`config.mk`:
```
export PLATFORM = sky130hd
export DESIGN_NAME = pixel_unpacker
export DESIGN_NICKNAME = d
export VERILOG_FILES = /design/src/rtl/pixel_unpacker_pkg.sv /design/src/rtl/pixel_unpacker_byte_realigner.sv /design/src/rtl/pixel_unpacker.sv
export SDC_FILE = /design/constraint.sdc
export NUM_CORES = 1
export LEC_CHECK = 0
export BUFFER_PORTS_ARGS = -buffer_cell sky130_fd_sc_hd__buf_2
export CORE_AREA = 2 2 131 133
export DETAILED_ROUTE_END_ITERATION = 12
export DIE_AREA = 0 0 133 135
export GPL_ROUTABILITY_DRIVEN = 0
export PLACE_DENSITY_LB_ADDON = 0.05
export SLEW_MARGIN = 5
export SYNTH_ARGS = -nofsm -noshare
export SYNTH_HDL_FRONTEND = slang
export SYNTH_SLANG_ARGS = --single-unit
```
`constraint.sdc`:
```
create_clock -name aclk -period 4.2 [get_ports aclk]
set_input_delay 0.63 -clock aclk [delete_from_list [all_inputs] [get_ports aclk]]
set_output_delay 0.63 -clock aclk [all_outputs]
set_load 0.01 [all_outputs]
```
`src/rtl/pixel_unpacker_pkg.sv`:
```
// Shared constants and types for the pixel unpacker: frame geometry defaults,
// sticky error bit positions and the sync state encoding.
package pixel_unpacker_pkg;

  localparam int unsigned X_SIZE_DFLT = 1280;
  localparam int unsigned Y_SIZE_DFLT = 720;

  localparam int unsigned ERR_TLAST = 0;
  localparam int unsigned ERR_TUSER = 1;
  localparam int unsigned ERR_TKEEP = 2;
  localparam int unsigned ERR_W     = 3;

  typedef enum logic {
    IDLE   = 1'b0,
    SYNCED = 1'b1
  } sync_state_e;

  function automatic int unsigned words_per_line(input int unsigned x_size);
    return x_size * 3 / 4;
  endfunction

endpackage

```
`src/rtl/pixel_unpacker_byte_realigner.sv`:
```
// 48-bit byte FIFO for the unpacker: 32-bit words append above the resident
// bytes, 24-bit pixels shift out from the bottom.
module byte_realigner (
  input  logic        clk_i,
  input  logic        rst_ni,
  input  logic        load_i,
  input  logic        clear_i,
  input  logic        append_i,
  input  logic        shift_i,
  input  logic [31:0] word_i,
  output logic [23:0] head_o,
  output logic [2:0]  cnt_o
);

  logic [47:0] data_q, data_d;
  logic [2:0]  cnt_q, cnt_d;

  // Bytes above cnt are kept zero, so an append can OR the new word in place.
  always_comb begin
    data_d = data_q;
    cnt_d  = cnt_q;
    if (load_i) begin
      data_d = {16'h0000, word_i};
      cnt_d  = 3'd4;
    end else if (clear_i) begin
      data_d = '0;
      cnt_d  = '0;
    end else begin
      if (shift_i) begin
        data_d = {24'h000000, data_q[47:24]};
        cnt_d  = cnt_q - 3'd3;
      end
      if (append_i) begin
        data_d = data_d | ({16'h0000, word_i} << {cnt_d, 3'b000});
        cnt_d  = cnt_d + 3'd4;
      end
    end
  end

  always_ff @(posedge clk_i or negedge rst_ni) begin
    if (!rst_ni) begin
      data_q <= '0;
      cnt_q  <= '0;
    end else begin
      data_q <= data_d;
      cnt_q  <= cnt_d;
    end
  end

  assign head_o = data_q[23:0];
  assign cnt_o  = cnt_q;

endmodule

```
`src/rtl/pixel_unpacker.sv`:
```
// AXI4-Stream sink that unpacks densely packed 24-bit RGB from 32-bit words
// into one pixel per handshake, tagging sof/eol/eof and flagging framing errors.
module pixel_unpacker
  import pixel_unpacker_pkg::*;
#(
  parameter int unsigned X_SIZE = X_SIZE_DFLT,
  parameter int unsigned Y_SIZE = Y_SIZE_DFLT
) (
  input  logic             aclk,
  input  logic             aresetn,
  input  logic [31:0]      in_stream_tdata,
  input  logic [3:0]       in_stream_tkeep,
  input  logic             in_stream_tlast,
  input  logic             in_stream_tuser,
  input  logic             in_stream_tvalid,
  output logic             in_stream_tready,
  output logic [7:0]       r,
  output logic [7:0]       g,
  output logic [7:0]       b,
  output logic             pix_valid,
  input  logic             pix_ready,
  output logic             sof,
  output logic             eol,
  output logic             eof,
  output logic [ERR_W-1:0] err,
  input  logic             err_clear
);

  localparam int unsigned WORDS_PER_LINE = words_per_line(X_SIZE);
  localparam int unsigned XW = $clog2(X_SIZE + 1);
  localparam int unsigned YW = $clog2(Y_SIZE + 1);
  localparam int unsigned WW = $clog2(WORDS_PER_LINE + 1);
  localparam logic [XW-1:0] X_LAST = XW'(X_SIZE - 1);
  localparam logic [YW-1:0] Y_LAST = YW'(Y_SIZE - 1);
  localparam logic [WW-1:0] W_LAST = WW'(WORDS_PER_LINE - 1);

  sync_state_e      state_q, state_d;
  logic [XW-1:0]    x_q, x_d, x_post;
  logic [YW-1:0]    y_q, y_d, y_post;
  logic [WW-1:0]    wcnt_q, wcnt_d, wcnt_cur;
  logic [ERR_W-1:0] err_q, err_d;

  logic [23:0] head;
  logic [2:0]  cnt;
  logic [2:0]  residual;
  logic        synced, emit, acc, frame_end, last_exp;
  logic        load, clear, append, consume;

  assign synced           = (state_q == SYNCED);
  assign pix_valid        = synced && (cnt >= 3'd3);
  assign emit             = pix_valid && pix_ready;
  assign in_stream_tready = aresetn && ((cnt <= 3'd2) || ((cnt <= 3'd5) && emit));
  assign acc              = in_stream_tvalid && in_stream_tready;

  byte_realigner u_realigner (
    .clk_i    (aclk),
    .rst_ni   (aresetn),
    .load_i   (load),
    .clear_i  (clear),
    .append_i (append),
    .shift_i  (emit),
    .word_i   (in_stream_tdata),
    .head_o   (head),
    .cnt_o    (cnt)
  );

  always_comb begin
    x_post    = x_q;
    y_post    = y_q;
    frame_end = 1'b0;
    if (emit) begin
      if (x_q == X_LAST) begin
        x_post = '0;
        if (y_q == Y_LAST) begin
          y_post    = '0;
          frame_end = 1'b1;
        end else begin
          y_post = y_q + 1'b1;
        end
      end else begin
        x_post = x_q + 1'b1;
      end
    end
    residual = cnt - (emit ? 3'd3 : 3'd0);
  end

  // The tuser check uses post-emit state so a next-frame tuser word accepted
  // alongside the final pixel of the previous frame is not an error.
  always_comb begin
    state_d  = state_q;
    x_d      = x_post;
    y_d      = y_post;
    wcnt_d   = wcnt_q;
    wcnt_cur = wcnt_q;
    err_d    = err_clear ? '0 : err_q;
    load     = 1'b0;
    clear    = 1'b0;
    append   = 1'b0;
    consume  = 1'b0;
    last_exp = 1'b0;

    if (acc && in_stream_tuser) begin
      load     = 1'b1;
      consume  = 1'b1;
      state_d  = SYNCED;
      x_d      = '0;
      y_d      = '0;
      wcnt_cur = '0;
      if (synced && ((residual != 3'd0) || (x_post != '0) || (y_post != '0)))
        err_d[ERR_TUSER] = 1'b1;
    end else if (synced && frame_end) begin
      state_d = IDLE;
      clear   = 1'b1;
      wcnt_d  = '0;
    end else if (synced) begin
      append  = acc;
      consume = acc;
    end

    if (consume) begin
      last_exp = (wcnt_cur == W_LAST);
      if (in_stream_tlast != last_exp)
        err_d[ERR_TLAST] = 1'b1;
      if (in_stream_tkeep != 4'hF)
        err_d[ERR_TKEEP] = 1'b1;
      wcnt_d = last_exp ? '0 : wcnt_cur + 1'b1;
    end
  end

  always_ff @(posedge aclk or negedge aresetn) begin
    if (!aresetn) begin
      state_q <= IDLE;
      x_q     <= '0;
      y_q     <= '0;
      wcnt_q  <= '0;
      err_q   <= '0;
    end else begin
      state_q <= state_d;
      x_q     <= x_d;
      y_q     <= y_d;
      wcnt_q  <= wcnt_d;
      err_q   <= err_d;
    end
  end

  assign b   = head[7:0];
  assign g   = head[15:8];
  assign r   = head[23:16];
  assign sof = pix_valid && (x_q == '0) && (y_q == '0);
  assign eol = pix_valid && (x_q == X_LAST);
  assign eof = eol && (y_q == Y_LAST);
  assign err = err_q;

endmodule

```
==> results.sh, run 1 <==
export IMPL_status="completed"
export IMPL_synthArstFlopShare_pct=100
export IMPL_rrSetupSlack_ns=0.76
export IMPL_r2r_end="u_realigner.data_q[9]"
export IMPL_num_rows=47
export IMPL_hold_viol=0
export IMPL_cts_buffers_inserted=9
export IMPL_place_inst=898
export IMPL_arrival_ns=3.73
export IMPL_drive_gt1_share_pct=20.2
export IMPL_cts_resized=0
export IMPL_yosys_top_cells_area="dfrtp_1 (38%), mux2i_1 (6.3%), nor2_1 (4.5%), nand2_1 (4.3%), a22oi_1 (3.2%)"
export IMPL_dp_hpwl_mm=12.4
export IMPL_path_max_fanout=21
export IMPL_grt_first_pass_wirelength_mm=29.0
export IMPL_drtPass1Iterations=5
export IMPL_drt_initial_drc_count=381
export IMPL_vias=5110
export IMPL_drv_slew=0
export IMPL_grt_max_degree=55
export IMPL_die_area_sq_mm=0.0180
export IMPL_cp_required_ns=4.49
export IMPL_n_antenna_cell=0
export IMPL_clk_path_buf_depth=2
export IMPL_postCtsHoldBufs=0
export IMPL_postRouteAntennaNets=0
export IMPL_tightest_slew_ns=0.943
export IMPL_drt_vias_per_instance=5.59
export IMPL_post_synth_num_cell_types=63
export IMPL_final_util_pct=39.2
export IMPL_fin_nets=743
export IMPL_yosys_warnings=0
export IMPL_path_cells="ha_1 > ha_1 > a211oi_2 > nor2_1 > inv_2 > buf_4 > nor3_4 > nor2_1 > nand3_2 > nor3_2 > a221o_2"
export IMPL_worst_clock_skew_ns=0.0100
export IMPL_synth_edff_count=0
export IMPL_pin_count=75
export IMPL_fin_cells=914
export IMPL_route_detailed_drc=0
export IMPL_cts_tree="yes"
export IMPL_yosysTopAreaCell="dfrtp_1"
export IMPL_layout_min_cycle_time_ns=3.44
export IMPL_h_tree_depth=3
export IMPL_p_leak_nw=3.08
export IMPL_syn_area_per_cell_sq_um=8.69
export IMPL_rr_worst_depth=11
export IMPL_wire_per_inst_um=20.0
export IMPL_initial_core_util_pct=34.8
export IMPL_grt_pass1_vias=4982
export IMPL_overflow=0
export IMPL_p_total_mw=1.81
export IMPL_endpoint="u_realigner.data_q[9]"
export IMPL_syn_inst=656
export IMPL_worst_ir_drop_vdd_v=0.000187
export IMPL_finalCritPeriodShare_pct=82.0
export IMPL_die_height_um=135
export IMPL_critical_path_class="reg -> reg"
export IMPL_syn_to_final_growth_pct=12.7
export IMPL_post_cts_buffers=0
export IMPL_cap_violations=0
export IMPL_wl_mm=18.3
export IMPL_clk_pin_slew_ns=0.07
export IMPL_max_stage_delay_ns=0.70
export IMPL_r2r_start="u_realigner.cnt_o[1]"
export IMPL_chipWidth_um=133
export IMPL_synth_ff_type="dfrtp_1"
export IMPL_min_delay_path_class="in -> async"
export IMPL_ys_seq_area_share_pct=37.7
export IMPL_port_buffers=74
export IMPL_clk_latency_ns=0.36
export IMPL_cts_root_buf="clkbuf_16"
export IMPL_crit_start="u_realigner.cnt_o[1]"
export IMPL_grt_setup_unrepaired="no"
export IMPL_power_density_mw_per_mm2=281
export IMPL_cts_sinks=86
export IMPL_end_kind="flop"
export IMPL_coreArea_sq_mm=0.0164
export IMPL_slew_headroom_pct=37.1
export IMPL_syn_area_sq_mm=0.00570
export IMPL_setup_viol=0
export IMPL_cpMaxStageDelayCell="nor3_2"
export IMPL_setup_tns_ns=0
export IMPL_track_usage_pct=20.8
export IMPL_synth_nets=710
export IMPL_ys_ff_latch=86
export IMPL_grt_antenna_before_repair=0
export IMPL_max_freq_mhz=290
export IMPL_start_kind="flop"
export IMPL_synth_top_area_share_pct=37.7
[critical path, delay by kind of cell, from the launching register on]
| kind | cells | cell delay (ns) |
|---|---|---|
| and+or+nand+nor | 5 | 1.42 |
| AOI/OAI and AO/OA | 2 | 0.63 |
| DFF | 1 | 0.48 |
| adders and majority gates | 2 | 0.45 |
| buffers and inverters | 2 | 0.41 |
[power by group]
part,switching (mW),leakage [nW],internal (mW)
clock network,0.356,0.156,0.539
logic,0.0543,1.73,0.0289
registers,0.0000000000000000174,1.19,0.828
total,0.411,3.08,1.40
[logic make-up (layout without fill, tap and decap cells)]
kind of cell	after synthesis	count (layout)	share of synthesized area (%)
buffers and inverters	87	125	7.99
DFF	86	86	37.7
xor gates and xnor gates	19	19	2.92
AOI/OAI and AO/OA	157	157	18.9
muxes	45	45	8.10
and+or+nand+nor	251	251	21.8
adders and majority gates	11	11	2.55
[sequential cells by signal (all words and copies together) (netlist names)]
register / cells
err: 3
wcnt_q: 10
state_q: 1
u_realigner.data_q: 48
x_q: 11
u_realigner.cnt_o: 3
y_q: 10
[synth_stat cells (19+ instances only)]
| cell | number |
|---|---|
| o22ai_1 | 25 |
| clkbuf_1 | 30 |
| a21oi_1 | 33 |
| nand2_1 | 66 |
| nand3_1 | 32 |
| a22oi_1 | 24 |
| o21ai_0 | 25 |
| buf_4 | 24 |
| mux2i_1 | 36 |
| dfrtp_1 | 86 |
| and3_1 | 19 |
| nor2_1 | 68 |
[area by class of cell]
| class | instances | area [sq um] |
|---|---|---|
| Fill cell | 1662 | 9980 |
| Multi-Input combinational cell | 483 | 3090 |
| Sequential cell | 86 | 2150 |
| Timing Repair Buffer | 94 | 523 |
| Tap cell | 220 | 275 |
| Clock buffer | 11 | 243 |
| Clock inverter | 5 | 81.3 |
| Inverter | 15 | 56.3 |
[worst min-delay path by stage]
stage / end / slack (ns) / cells after the start / start
6_report: x_q[5] / 0.35 / 2 / aresetn
5_1_grt: x_q[10] / 0.38 / 2 / aresetn
4_1_cts: x_q[8] / 0.37 / 2 / aresetn
3_5_place_dp: u_realigner.data_q[24] / 0.51 / 2 / u_realigner.data_q[24]
3_3_place_gp: u_realigner.data_q[24] / 0.50 / 2 / u_realigner.data_q[24]
2_1_floorplan: err[0] / 0.33 / 0 / aresetn
[metal layers]
layer	GRT usage [%]	wire, um	vias up
li1	-	-	2426
met1	30.6	8910	2514
met2	31.7	8180	152
met3	3.12	924	18
met4	6.09	240	0
met5	0	0	-
[stage by stage]
stage,hold slack [ns],area (sq um),setup WS (ns)
after detailed placement,0.507,6100,0.764
after floorplan,0.334,5700,0.516
after global routing,0.384,6420,0.475
final,0.346,6420,0.758
after CTS,0.371,6420,0.752
after global placement,0.505,6100,0.837
[cells in the final DEF, fill, tap and decap left out, drive strengths merged, types with 10 or more instances in the layout]
master and instances:
nand4 13, clkbuf 11, buf 94, and3 19, a22oi 24, a21oi 33, xnor2 11, nor2 70
o21ai 25, inv 16, o22ai 25, nand3 33, nor3 12, nand2 66, ha 10, dfrtp 86
mux2i 36
Note: power is estimated with default switching activity, not from simulation.
==> inputs of run 2 (changes only) <==
==> constraint.sdc (replaced) <==
create_clock -name aclk -period 3.25 [get_ports aclk]
set_input_delay 0.4875 -clock aclk [delete_from_list [all_inputs] [get_ports aclk]]
set_output_delay 0.4875 -clock aclk [all_outputs]
set_load 0.01 [all_outputs]
==> run 2 against run 1 <==
Power grew 30%. Die area is the same. Final cell count grew 1.5%. Critical path type is now reg -> out. Global-route usage shrank 0.35 points. Clock skew grew 0.00097 ns. Clock power grew 32%. Via count grew 1.3%.
==> results.sh, run 2 (same netlist as run 1, synthesis figures left out) <==
export IMPL_status="completed"
export IMPL_p_seq_share_pct=45.4
export IMPL_regMostFlops="u_realigner.data_q"
export IMPL_drv_slew=0
export IMPL_start_kind="flop"
export IMPL_slew_headroom_pct=45.2
export IMPL_swShare_pct=22.6
export IMPL_layout_commonest_cell="dfrtp_1"
export IMPL_fin_nets=757
export IMPL_wire_per_inst_um=19.4
export IMPL_dp_slack_ns=0.214
export IMPL_place_inst=912
export IMPL_drt_initial_drc_count=413
export IMPL_path_max_fanout=8
export IMPL_p_int_mw=1.82
export IMPL_die_height_um=135
export IMPL_die_area_sq_mm=0.0180
export IMPL_layout_min_cycle_time_ns=3.08
export IMPL_coreArea_sq_mm=0.0164
export IMPL_cts_tree="yes"
export IMPL_h_tree_depth=3
export IMPL_drtPass1Iterations=6
export IMPL_p_total_mw=2.36
export IMPL_grt_max_degree=61
export IMPL_cts_buffers_inserted=9
export IMPL_drive_gt1_share_pct=22.3
export IMPL_wl_mm=18.0
export IMPL_clk_path_buf_depth=2
export IMPL_p_comb_share_pct=4.5
export IMPL_syn_to_final_growth_pct=15.3
export IMPL_cts_sinks=86
export IMPL_top_layer_used="met4"
export IMPL_hold_viol=0
export IMPL_drt_vias_per_instance=5.58
export IMPL_tightest_slew_ns=0.822
export IMPL_worst_clock_skew_ns=0.0110
export IMPL_n_antenna_cell=0
export IMPL_cp_required_ns=2.76
export IMPL_worst_ir_drop_vdd_v=0.000254
export IMPL_grt_first_pass_wirelength_mm=28.6
export IMPL_timing_hold_ws_ns=0.183
export IMPL_rrSetupSlack_ns=0.23
export IMPL_clk_pin_slew_ns=0.07
export IMPL_chipWidth_um=133
export IMPL_place_area_sq_mm=0.00623
export IMPL_p_leak_nw=3.17
export IMPL_dr_wl_met2_mm=8.49
export IMPL_largest_register_ffs=48
export IMPL_critical_path_class="reg -> out"
export IMPL_cap_violations=0
export IMPL_wl_met3_um=930
export IMPL_finalCritPeriodShare_pct=94.8
export IMPL_clk_latency_ns=0.35
export IMPL_clockPowerShare_pct=50.1
export IMPL_vias=5177
export IMPL_postRouteAntennaNets=0
export IMPL_max_freq_mhz=325
export IMPL_track_usage_pct=20.5
export IMPL_num_rows=47
export IMPL_port_buffers=74
export IMPL_arrival_ns=2.59
export IMPL_end_kind="output port"
export IMPL_pin_count=75
export IMPL_met1_length_mm=8.29
export IMPL_cts_root_buf="clkbuf_16"
export IMPL_grt_antenna_before_repair=0
export IMPL_grt_pass1_vias=5077
export IMPL_setup_viol=0
export IMPL_grt_setup_unrepaired="no"
export IMPL_fin_area_sq_mm=0.00658
export IMPL_postCtsHoldBufs=0
export IMPL_largest_registers="u_realigner.data_q x48, x_q x11"
export IMPL_fin_cells=928
export IMPL_timing_final_ws_setup_ns=0.170
export IMPL_most_common_layout_cells="dfrtp_1 (86), buf_2 (73), nor2_1 (67)"
export IMPL_route_detailed_drc=0
export IMPL_min_delay_path_class="in -> async"
export IMPL_power_density_mw_per_mm2=358
export IMPL_initial_core_util_pct=34.8
export IMPL_num_fill_cells=1659
export IMPL_overflow=0
export IMPL_dp_hpwl_mm=12.3
export IMPL_power_switching_mw=0.532
-- run 2: routing by layer --
metal  track usage [%]  vias to the layer above
li1                  -                     2448
met1              28.1                     2548
met2              33.2                      152
met3              2.74                       29
met4              7.11                        0
met5                 0                        -
-- run 2: worst paths after layout --
check / startpoint / endpoint / cells after the start
hold / removal: aresetn / u_realigner.data_q[32] / 2
max in group asynchronous: aresetn / u_realigner.data_q[42] / 3
min in group aclk: err_clear / err[2] / 2
hold reg to reg: u_realigner.data_q[28] / u_realigner.data_q[28] / 2
setup / recovery: u_realigner.cnt_o[0] / sof / 7
setup reg to reg: u_realigner.cnt_o[0] / wcnt_q[8] / 13
-- run 2: power by group through the flow --
stage               Combinational, mW  Clock (mW)  Sequential, mW
floorplan                      0.0278           0            1.09
global placement                0.105           0            1.09
detailed placement              0.107           0            1.09
CTS                             0.107        1.20            1.07
global route                    0.119        1.25            1.07
finish                          0.106        1.18            1.07
-- run 2: what timing repair did --
| item | 4_1_cts | 5_1_grt |
|---|---|---|
| setup buffers | 0 | 0 |
| endpoints found under the setup margin | 0 | 6 |
| gates resized for setup | 0 | 3 |
-- run 2: critical path, stage by stage (launching register included) --
cell     delay [ns]
dfrtp_1        0.35
ha_1           0.15
ha_1           0.18
a211o_1        0.30
nand2_1        0.21
or4_1          0.60
nor4_1         0.26
buf_2          0.20
-- run 2: layout make-up --
cell class	count	area (sq um)	area share, %
Sequential cell	86	2150	32.7
Timing Repair Buffer	108	653	9.93
Clock inverter	5	81.3	1.24
Multi-Input combinational cell	483	3100	47.2
Inverter	15	56.3	0.856
Tap cell	220	275	4.19
Clock buffer	11	253	3.84
-- run 2: stage by stage --
stage / setup TNS, ns / utilization, %
floorplan: -0.146 / -
global placement: 0 / 38.0
detailed placement: 0 / 38.0
CTS: 0 / 40.0
global route: 0 / 40.1
finish: 0 / 40.1
==> inputs of run 3 (changes only) <==
--- a/config.mk
+++ b/config.mk
@@ -6,9 +6,9 @@
 export NUM_CORES = 1
 export LEC_CHECK = 0
 export BUFFER_PORTS_ARGS = -buffer_cell sky130_fd_sc_hd__buf_2
-export CORE_AREA = 2 2 131 133
+export CORE_AREA = 2 2 118 148
 export DETAILED_ROUTE_END_ITERATION = 12
-export DIE_AREA = 0 0 133 135
+export DIE_AREA = 0 0 120 150
 export GPL_ROUTABILITY_DRIVEN = 0
 export PLACE_DENSITY_LB_ADDON = 0.05
 export SLEW_MARGIN = 5
==> run 3 against run 2 <==
Maximum frequency increased by 2.4%. Die area increased by 0.25%. Utilization decreased by 0.75 points. Sequential share of layout area increased by 0.17 points. Critical path depth unchanged. Largest power group is now registers.
==> results.sh, run 3 (same netlist as run 1, synthesis figures left out) <==
export IMPL_status="completed"
export IMPL_max_freq_mhz=332
export IMPL_clk_path_buf_depth=2
export IMPL_dp_slack_ns=0.132
export IMPL_p_leak_nw=3.14
export IMPL_pin_count=75
export IMPL_layout_commonest_cell="dfrtp_1"
export IMPL_timing_hold_ws_ns=0.276
export IMPL_overflow=0
export IMPL_top_layer_used="met4"
export IMPL_die_height_um=150
export IMPL_min_delay_path_class="in -> async"
export IMPL_grt_antenna_before_repair=0
export IMPL_grt_setup_unrepaired="no"
export IMPL_postCtsHoldBufs=0
export IMPL_num_rows=53
export IMPL_cts_tree="yes"
export IMPL_hold_viol=0
export IMPL_arrival_ns=2.52
export IMPL_grt_pass1_vias=5334
export IMPL_regMostFlops="u_realigner.data_q"
export IMPL_h_tree_depth=3
export IMPL_power_density_mw_per_mm2=334
export IMPL_p_total_mw=2.19
export IMPL_die_area_sq_mm=0.0180
export IMPL_wire_per_inst_um=20.3
export IMPL_initial_core_util_pct=34.3
export IMPL_end_kind="output port"
export IMPL_wl_mm=18.8
export IMPL_finalCritPeriodShare_pct=92.6
export IMPL_route_detailed_drc=0
export IMPL_cts_sinks=86
export IMPL_cap_violations=0
export IMPL_wl_met3_um=628
export IMPL_most_common_layout_cells="dfrtp_1 (85), buf_2 (73), nor2_1 (68)"
export IMPL_seqCellArea_sq_mm=0.00215
export IMPL_port_buffers=74
export IMPL_syn_to_final_growth_pct=14.8
export IMPL_met1_length_mm=8.12
export IMPL_drive_gt1_share_pct=22.5
export IMPL_grt_first_pass_wirelength_mm=29.9
export IMPL_coreArea_sq_mm=0.0166
export IMPL_dr_wl_met2_mm=9.68
export IMPL_cp_required_ns=2.76
export IMPL_cts_root_buf="clkbuf_16"
export IMPL_dp_hpwl_mm=12.9
export IMPL_largest_registers="u_realigner.data_q x48, x_q x11"
export IMPL_place_inst=911
export IMPL_start_kind="flop"
export IMPL_vias=5185
export IMPL_final_util_pct=39.3
export IMPL_clk_latency_ns=0.36
export IMPL_fin_cells=928
export IMPL_drtPass1Iterations=5
export IMPL_tightest_slew_ns=0.631
export IMPL_postRouteAntennaNets=0
export IMPL_track_usage_pct=21.7
export IMPL_layout_min_cycle_time_ns=3.01
export IMPL_grt_max_degree=51
export IMPL_cts_buffers_inserted=9
export IMPL_n_antenna_cell=0
export IMPL_drt_initial_drc_count=395
export IMPL_largest_register_ffs=48
export IMPL_path_max_fanout=8
export IMPL_slew_headroom_pct=57.9
export IMPL_fin_nets=757
export IMPL_critical_path_class="reg -> out"
export IMPL_drv_slew=0
export IMPL_num_fill_cells=1723
export IMPL_worst_clock_skew_ns=0.00783
export IMPL_drt_vias_per_instance=5.59
export IMPL_clk_pin_slew_ns=0.07
export IMPL_worst_ir_drop_vdd_v=0.000192
export IMPL_chipWidth_um=120
export IMPL_multi_input_area_sq_mm=0.00311
export IMPL_setup_viol=0
export IMPL_timing_final_ws_setup_ns=0.242
[run 3: cell count changes in the layout (fill, tap and decap cells not counted), moves of 2 or more]
| cell | previous run | this run |
|---|---|---|
| clkbuf_8 | 2 | 0 |
| clkinvlp_4 | 1 | 3 |
| bufinv_16 | 2 | 0 |
| inv_6 | 0 | 2 |
[run 3: routing by layer]
layer | up-vias | track usage [%]
li1 | 2446 | -
met1 | 2584 | 26.7
met2 | 131 | 38.3
met3 | 24 | 2.86
met4 | 0 | 8.53
met5 | - | 0
[run 3: layout make-up]
type                            count  share of cell area [%]
Multi-Input combinational cell    483                    47.5
Sequential cell                    86                    32.9
Timing Repair Buffer              108                    10.2
Tap cell                          220                    4.21
Clock buffer                        9                    3.44
Clock inverter                      7                   0.879
Inverter                           15                   0.860
[run 3: worst max-delay path, stage by stage, from the launching register on]
cell and delay, ns:
dfrtp_2 0.43, ha_1 0.17, ha_1 0.22, a211o_2 0.23, nand2_1 0.15, or4_1 0.59
nor4_1 0.20, buf_2 0.18
[run 3: timing repair]
action                     in CTS  in global routing
buffers inserted                0                  1
resized for setup               0                  6
setup endpoints to repair       0                 11
[run 3: worst paths after layout]
| check | from | to | slack [ns] | depth (start not counted) |
|---|---|---|---|---|
| worst min register to register | u_realigner.data_q[26] | u_realigner.data_q[26] | 0.52 | 2 |
| min in group aclk | err_clear | err[2] | 0.35 | 2 |
| max in group asynchronous | aresetn | u_realigner.cnt_o[0] | 1.91 | 3 |
| worst max register to register | u_realigner.cnt_o[0] | err[1] | 0.25 | 12 |
| worst min-delay path | aresetn | wcnt_q[7] | 0.28 | 2 |
| worst max-delay path | u_realigner.cnt_o[0] | sof | 0.24 | 7 |
[run 3: through the flow]
step | TNS (ns) | area (sq um)
floorplan | -0.146 | 5710
global placement | 0 | 6240
detailed placement | 0 | 6240
CTS | 0 | 6520
global route | 0 | 6550
finish | 0 | 6550
[run 3: report_power, final]
part	switching, mW	total [mW]	internal [mW]
registers	0.0000000000000000276	1.07	1.07
clock network	0.486	1.01	0.527
logic	0.0685	0.106	0.0373
total	0.555	2.19	1.63
